===== src/rtl/otp_ctrl.sv =====
// OTP macro access controller: sequences VPP/CS/PROG/READ pin timing for one
// program or read access per host request, with all pin outputs registered.
// Optional build macro OTP_CTRL_VERIFY_EN: every program access is followed
// by a read-back of the same address; err reports a data mismatch.
module otp_ctrl #(
  parameter int unsigned T_GAP      = 64,
  parameter int unsigned T_CS_SETUP = 320,
  parameter int unsigned T_PROG     = 15000,
  parameter int unsigned T_READ     = 120
) (
  input  logic       CLK,
  input  logic       RST,
  input  logic       req,
  input  logic       we,
  input  logic [6:0] addr,
  input  logic [7:0] wdata,
  output logic       busy,
  output logic       done,
  output logic [7:0] rdata,
  output logic       err,
  output logic       VPP,
  output logic       CS,
  output logic       PROG,
  output logic       READ,
  output logic [6:0] ADR,
  output logic [7:0] DIN,
  input  logic [7:0] DO
);

  typedef enum logic [2:0] {
    S_IDLE,
    S_VPP_ON,
    S_CS_SU,
    S_PULSE,
    S_PHOLD,
    S_CS_OFF,
    S_VPP_OFF,
    S_DONE
  } state_t;

  localparam logic [15:0] LD_GAP  = 16'(T_GAP - 1);
  localparam logic [15:0] LD_CSSU = 16'(T_CS_SETUP - 1);
  localparam logic [15:0] LD_PROG = 16'(T_PROG - 1);
  localparam logic [15:0] LD_READ = 16'(T_READ - 1);

  state_t      state;
  logic [15:0] cnt;
  logic        we_q;
  logic        pgm_phase;

`ifdef OTP_CTRL_VERIFY_EN
  logic        verify_q;

  // Second pass of a program access is a read-back, so the pulse becomes READ.
  assign pgm_phase = we_q & ~verify_q;
`else
  assign pgm_phase = we_q;
  assign err       = 1'b0;
`endif

  // Access sequencer: state, duration counter, latched request and registered pins.
  always_ff @(posedge CLK or negedge RST) begin
    if (!RST) begin
      state <= S_IDLE;
      cnt   <= '0;
      we_q  <= 1'b0;
      busy  <= 1'b0;
      done  <= 1'b0;
      rdata <= '0;
      VPP   <= 1'b0;
      CS    <= 1'b0;
      PROG  <= 1'b0;
      READ  <= 1'b0;
      ADR   <= '0;
      DIN   <= '0;
`ifdef OTP_CTRL_VERIFY_EN
      verify_q <= 1'b0;
      err      <= 1'b0;
`endif
    end else begin
      done <= 1'b0;
      case (state)
        S_IDLE: begin
          if (req) begin
            state <= S_VPP_ON;
            cnt   <= LD_GAP;
            we_q  <= we;
            ADR   <= addr;
            DIN   <= wdata;
            VPP   <= 1'b1;
            busy  <= 1'b1;
`ifdef OTP_CTRL_VERIFY_EN
            verify_q <= 1'b0;
`endif
          end
        end
        S_VPP_ON: begin
          if (cnt == '0) begin
            state <= S_CS_SU;
            cnt   <= LD_CSSU;
            CS    <= 1'b1;
          end else begin
            cnt <= cnt - 16'd1;
          end
        end
        S_CS_SU: begin
          if (cnt == '0) begin
            state <= S_PULSE;
            cnt   <= pgm_phase ? LD_PROG : LD_READ;
            PROG  <= pgm_phase;
            READ  <= ~pgm_phase;
          end else begin
            cnt <= cnt - 16'd1;
          end
        end
        S_PULSE: begin
          if (cnt == '0) begin
            state <= S_PHOLD;
            cnt   <= LD_GAP;
            PROG  <= 1'b0;
            READ  <= 1'b0;
            // READ is still high on this cycle, so DO is valid here.
            if (!pgm_phase) begin
              rdata <= DO;
`ifdef OTP_CTRL_VERIFY_EN
              if (we_q) begin
                err <= (DO != DIN);
              end
`endif
            end
          end else begin
            cnt <= cnt - 16'd1;
          end
        end
        S_PHOLD: begin
          if (cnt == '0) begin
            state <= S_CS_OFF;
            cnt   <= LD_GAP;
            CS    <= 1'b0;
          end else begin
            cnt <= cnt - 16'd1;
          end
        end
        S_CS_OFF: begin
          if (cnt == '0) begin
            state <= S_VPP_OFF;
            cnt   <= LD_GAP;
            VPP   <= 1'b0;
          end else begin
            cnt <= cnt - 16'd1;
          end
        end
        S_VPP_OFF: begin
          if (cnt == '0) begin
`ifdef OTP_CTRL_VERIFY_EN
            if (we_q && !verify_q) begin
              verify_q <= 1'b1;
              state    <= S_VPP_ON;
              cnt      <= LD_GAP;
              VPP      <= 1'b1;
            end else begin
              state <= S_DONE;
              done  <= 1'b1;
            end
`else
            state <= S_DONE;
            done  <= 1'b1;
`endif
          end else begin
            cnt <= cnt - 16'd1;
          end
        end
        S_DONE: begin
          state <= S_IDLE;
          busy  <= 1'b0;
        end
        default: begin
          state <= S_IDLE;
        end
      endcase
    end
  end

endmodule


===== config.mk =====
export PLATFORM = sky130hd
export DESIGN_NAME = otp_ctrl
export DESIGN_NICKNAME = d
export VERILOG_FILES = /design/src/rtl/otp_ctrl.sv
export SDC_FILE = /design/constraint.sdc
export NUM_CORES = 1
export LEC_CHECK = 0
export CORE_MARGIN = 2
export CORE_UTILIZATION = 40
export CTS_CLUSTER_DIAMETER = 60
export DETAILED_ROUTE_END_ITERATION = 6
export PLACE_DENSITY = 0.66
export SYNTH_ARGS = -nofsm -noshare
export SYNTH_HDL_FRONTEND = slang
export SYNTH_SLANG_ARGS = --single-unit

===== constraint.sdc =====
create_clock -name CLK -period 3 [get_ports CLK]
set_input_delay 0.3 -clock CLK [delete_from_list [all_inputs] [get_ports CLK]]
set_output_delay 0.3 -clock CLK [all_outputs]
set_load 0.01 [all_outputs]

**Word level (Yosys, flattened, before mapping)**

Index checks and enable logic that the tools add are counted.

- Register bits after elaboration: 49
- Word-level logic and storage cells: 72

- Add/subtract/negate cells: 1
- Eq/ne operators: 15
- Mux-type cells: 27
- Bitwise gates (word level): 1
- Reductions and logical operators: 16

Operator list:

| kind | count |
|---|---|
| two-way mux 16 bit | 5 |
| one-hot mux 16 bit (5 select lines) | 1 |
| one-hot mux 3 bit (8 select lines) | 1 |
| two-way mux 3 bit | 7 |
| logical NOT 16 bit | 1 |
| inequality test 2 bit, second input constant | 8 |
| subtractor 16 x 1 -> 16 bit, second input constant | 1 |
| AND reduction 3 bit | 5 |
| two-way mux 14 bit | 1 |
| equality test 3 bit, second input constant | 4 |
| one-hot mux 1 bit (2 select lines) | 5 |
| nonzero test 2 bit | 4 |
| two-way mux 1 bit | 7 |
| AND reduction 7 bit | 1 |
| equality test 3 x 2 -> 1 bit, second input constant | 2 |
| nonzero test 5 bit | 1 |
| AND reduction 2 bit | 2 |
| equality test 3 x 1 -> 1 bit, second input constant | 1 |
| logical NOT 3 bit | 1 |
| OR reduction 3 bit | 1 |
| inverter 1 bit | 1 |

**Logic depth before layout (Yosys ltp)**

- Depth in word-level cells: 4
- Mapped depth: 8
- Depth with buffers taken out: 7

**Worst setup path after synthesis**

OpenSTA, ideal clock, no wires.

- Path type: reg-to-reg
- From: register state[0]
- To: register cnt[7]
- Setup time: 0.126 ns
- Data arrival time: 1.858 ns
- Data required time: 2.874 ns
- Setup slack: 1.016 ns
- Cell stages (with the launch flop): 8
- Path buffers: 0
- Period minus slack after synthesis: 1.984 ns
- Cell sequence: dfrtp_1 -> inv_1 -> ha_1 -> or3b_2 -> o31ai_4 -> a31o_4 -> o21ba_1 -> a221o_1

- Cells in the longest elaborated chain, start to end: 4
- Elaborated cells between the ends (all ways): 13
- Those cells by class: eq/ne (8); mux (1); reduce/logical (4)

RTL lines:

| item | RTL line | RTL |
|---|---|---|
| start: declaration | 46 | `state_t state;` |
| start signal: assignment | 64 | `state <= S_IDLE;` |
| start signal: assignment | 85 | `state <= S_VPP_ON;` |
| start signal: assignment | 99 | `state <= S_CS_SU;` |
| equality test 3 bit / equality test 3 x 2 -> 1 bit (equally long branches) | 82 | `case (state)` |
| OR reduction 3 bit (no line) | -- |  |
| nonzero test 5 bit (no line) | -- |  |
| AND reduction 3 bit (no line) | -- |  |
| end signal: assignment | 103 | `cnt <= cnt - 16'd1;` |
| end signal: assignment | 109 | `cnt <= pgm_phase ? LD_PROG : LD_READ;` |
| end signal: assignment | 113 | `cnt <= cnt - 16'd1;` |
| end: declaration | 47 | `logic [15:0] cnt;` |

Several ways; a longest one is shown, not always the timed one.
A chain may end at the register's enable or synchronous reset.

**Worst setup path in the final report**

- From: register cnt[0]
- To: register rdata[7]

- Cells in the longest elaborated chain, start to end: 2

RTL lines:

| item | RTL line | RTL |
|---|---|---|
| logical NOT 16 bit | 117 | `if (cnt == '0) begin` |
| AND reduction 3 bit (no line) | -- |  |
| end signal: assignment | 69 | `rdata <= '0;` |
| end signal: assignment | 124 | `rdata <= DO;` |
| end: declaration | 19 | `output logic [7:0] rdata,` |

No other way between the ends.

==> summary.log <==
INFO  global_routing globalRoute.totalOverflow=0
INFO  layout         diodes=0
INFO  synthesis      xor_and_xnor_fraction_of_the_mapped_netlist_area=1.02%
INFO  synthesis      synth.yosys.warnings=0
INFO  detailed_routing wirelength_met1=2.55mm
INFO  sta            rsz0062_at_grt=no
INFO  setup_path     cp_data_required_time=3190ps
INFO  detailed_routing postRouteWirelength=5.78mm
INFO  die            initial_cell_density_of_the_core=41.0%
INFO  cts            cts_max_level=2
INFO  sta            worstMarginPinSlew=675ps
INFO  cts            clkTransAtPathRegs=90ps
INFO  layout         area_growth_syn_to_layout=27.1%
INFO  power          leakage_power=1.40nW
INFO  synthesis      synth_area_per_cell=10.5um2
INFO  global_routing grt_antenna_before_repair=0
INFO  setup_path     worst-setup-path-type=flip-flop to flip-flop
INFO  synthesis      library_cell_with_the_largest_summed_area_after_synthesis=sky130_fd_sc_hd__dfrtp_1
INFO  sta            slew_headroom=55.0%
INFO  setup_path     crit_path_top_delay_cell=sky130_fd_sc_hd__dfrtp_1
INFO  cts            cts_sinks=49
INFO  sta            period_utilization=77.3%
INFO  cts            cts.root.buffer_cell=sky130_fd_sc_hd__clkbuf_8
INFO  sta            finalHoldViolCount=0
INFO  setup_path     timing.critical_path.fanout_max=8
INFO  die            die_y=84.2um
INFO  sta            final.min_clock_period=2320ps
INFO  synthesis      ys.flop_type=sky130_fd_sc_hd__dfrtp_1
INFO  setup_path     worst_r2r_startpoint=cnt[0]$_DFFE_PN0P_
INFO  setup_path     critical-path-max-stage-delay=430ps
INFO  synthesis      post_synth_num_cell_types=53
INFO  sta            finalSetupViolCount=0
INFO  min_path       hp-class=input port to async pin
INFO  detailed_routing drt_first_iter_violations=138
INFO  power          fin_total_pwr=3.14mW
INFO  synthesis      muxShareOfSynthArea=11.4%
INFO  place          place_congestion=0.865
INFO  setup_path     timing.critical_path.arrival=2510ps
INFO  cts            tritoncts_buffer_count=5
INFO  sta            timing.clock.skew=10.9ps
INFO  cts            post_cts.repair.setup_buffers=0
INFO  global_routing number_of_global_route_vias_before_repair=2062
INFO  cts            cts_hold_repair.buffers=0
INFO  cts            worst_skew_pair.late_latency=310ps
INFO  synthesis      synth_compound_area_share=17.3%
INFO  layout         final_layout_size_suffix_gt1_share=16.7%
INFO  sta            achievable_frequency=0.431GHz
INFO  die            dieWidth=84.2um
INFO  detailed_routing detailroute.wirelength.met2=2.74mm
INFO  synthesis      synth-simple-area-share=15.9%
INFO  synthesis      synth_top_family_by_area=compound AO/OA/AOI/OAI gates
INFO  detailed_routing vias=2078
INFO  setup_path     rrSetupSlack=680ps
INFO  power          pwr_cell_area=959mW/mm2
INFO  synthesis      nets_in_the_synthesized_netlist=278
INFO  setup_path     timing.critical_path.from=cnt[0]$_DFFE_PN0P_
INFO  layout         num-nets-final=332
INFO  detailed_routing postRouteAntennaNets=0
INFO  sta            maxSlewViolCount=0
INFO  setup_path     worstSetupStartpointType=flip-flop
INFO  global_routing grt_start_max_net_pins=30
INFO  detailed_routing dr_wl_met3=432um
INFO  setup_path     timing.critical_path.cells=inv_1 -> ha_1 -> nor3b_1 -> and2_0 -> nand2_4 -> nor3_4 -> mux2_2
INFO  detailed_routing iteration_count_of_the_initial_detailed_routing_pass=4
INFO  outcome        result_of_the_run=complete, no violations
INFO  synthesis      synth_edf_count=0
INFO  synthesis      synth-adder-area-share=2.92%
INFO  detailed_routing detail_route.wl_per_cell=15.3um
INFO  flow_run       maxCapViolCount=0
INFO  detailed_routing post-route-drc-count=0
INFO  synthesis      syn_inst=245
INFO  setup_path     crit_buf_inv=1
INFO  die            die_area=0.00710mm2
INFO  cts            cts_tree=yes
INFO  synthesis      synth_seq_cells=49
INFO  detailed_routing route.top_layer_used=met4
INFO  global_routing track_usage=17.3%
INFO  setup_path     critical_path.top_delay_family=simple AND/OR/NAND/NOR gates
INFO  die            core_area=0.00628mm2
INFO  synthesis      synth.yosys.seq_area_share=47.6%
INFO  detailed_routing post_drt_via_cell_ratio=5.51
INFO  die            core.rowCount=29
INFO  die            floorplan.io_pins=57
INFO  synthesis      yosys-top-cells-area=sky130_fd_sc_hd__dfrtp_1 48%, sky130_fd_sc_hd__mux2_2 11%, sky130_fd_sc_hd__o21ai_0 3.3%
INFO  place          dp_hpwl=4.21mm
INFO  synthesis      synth_area=0.00257mm2
INFO  setup_path     endpoint_kind=flip-flop
INFO  sta            setup_tns=0ps
INFO  cts            cts_resized=0
INFO  power          worst_ir_drop_vdd=0.444mV
INFO  synthesis      synthArstFlopShare=100%
INFO  place          port-buffer-count=55
INFO  global_routing first_pass_grt_wire_length=9.97mm
INFO  cts            max-clock-path-buffers=2
INFO  synthesis      synth_top_area_share=47.6%
## report_power, final
group          switching (mW)  internal (mW)  leakage, nW
Sequential              0.206          0.887        0.605
Clock                   0.222          0.162       0.0450
Combinational           0.878          0.783        0.754
Total                    1.31           1.83         1.40
## per-layer routing
| layer | vias up | GRT usage, % |
|---|---|---|
| met5 | - | 0 |
| met4 | 0 | 4.55 |
| met3 | 6 | 5.01 |
| met2 | 69 | 27.1 |
| met1 | 1013 | 23.6 |
| li1 | 990 | - |
## per-stage QoR
stage	hold slack, ps	instances	utilization, %	setup slack [ps]	area [um2]
3_3_place_gp	379	369	50.8	739	3190
2_1_floorplan	4.41	245	-	1020	2570
5_1_grt	73.7	377	52.1	457	3270
6_report	15.5	377	52.1	682	3270
3_5_place_dp	387	369	50.8	686	3190
4_1_cts	48.7	377	52.1	669	3270
## synthesized netlist by cell type (all sizes together) (2+ instances only)
master	number
a41oi	2
a22oi	2
o31a	2
o31ai	3
a21oi	16
a31oi	6
nand2	15
nand3	5
ha	6
xnor2	2
inv	10
nor3	12
a21o	2
and2	2
o21ai	18
or3	3
a211o	2
nor2	18
nand2b	2
o22ai	2
clkbuf	8
nor2b	2
dfrtp	49
buf	4
o2bb2ai	4
nor3b	3
and3	4
mux2	26
## placed cells by master, fill, tap and decap left out, types with 3 or more instances in the layout
master | synthesis | layout
sky130_fd_sc_hd__nand2_1 | 14 | 14
sky130_fd_sc_hd__clkdlybuf4s50_1 | 0 | 54
sky130_fd_sc_hd__ha_1 | 6 | 6
sky130_fd_sc_hd__and3_1 | 3 | 3
sky130_fd_sc_hd__clkbuf_8 | 0 | 5
sky130_fd_sc_hd__nor2_1 | 18 | 18
sky130_fd_sc_hd__a31oi_1 | 6 | 6
sky130_fd_sc_hd__o2bb2ai_1 | 4 | 4
sky130_fd_sc_hd__nand3_1 | 5 | 5
sky130_fd_sc_hd__inv_1 | 10 | 10
sky130_fd_sc_hd__nor3_4 | 3 | 3
sky130_fd_sc_hd__a21oi_1 | 15 | 15
sky130_fd_sc_hd__buf_4 | 2 | 4
sky130_fd_sc_hd__or3_1 | 3 | 3
sky130_fd_sc_hd__dfrtp_1 | 49 | 49
sky130_fd_sc_hd__nor3_1 | 8 | 8
sky130_fd_sc_hd__o21ai_0 | 17 | 17
sky130_fd_sc_hd__nor3b_1 | 3 | 3
sky130_fd_sc_hd__mux2_2 | 26 | 26
## sequential cells by signal (all words and copies together), names as in the netlist
register,count
state,3
CS,1
pgm_phase,1
ADR,7
cnt,16
busy,1
PROG,1
DIN,8
done,1
VPP,1
rdata,8
READ,1
## layout make-up
type | instances | area [um2]
fillers | 579 | 3000
multi-input cells | 174 | 1250
flip-flops and latches | 49 | 1230
clock buffers | 6 | 72.6
inverters | 10 | 37.5
repair buffers | 59 | 576
clock inverters | 2 | 10.0
well taps | 77 | 96.3
## cells by family (layout without fill, tap and decap cells)
family          after synthesis  in the layout
compound gates               66             66
buf+inv                      22             77
xor+xnor                      3              3
simple gates                 72             72
fa+ha+maj                     6              6
flops                        49             49
other cells                   1              1
mux                          26             26
## worst paths after layout
kind	to	depth (start not counted)
setup / recovery	rdata[7]$_DFFE_PN0P_	7
hold / removal	cnt[7]$_DFFE_PN0P_	1
setup reg to reg	rdata[7]$_DFFE_PN0P_	7
hold reg to reg	busy$_DFFE_PN0P_	2
max in group asynchronous	VPP$_DFFE_PN0P_	2
min in group CLK	busy$_DFFE_PN0P_	2
Note: power is estimated with default switching activity, not from simulation.
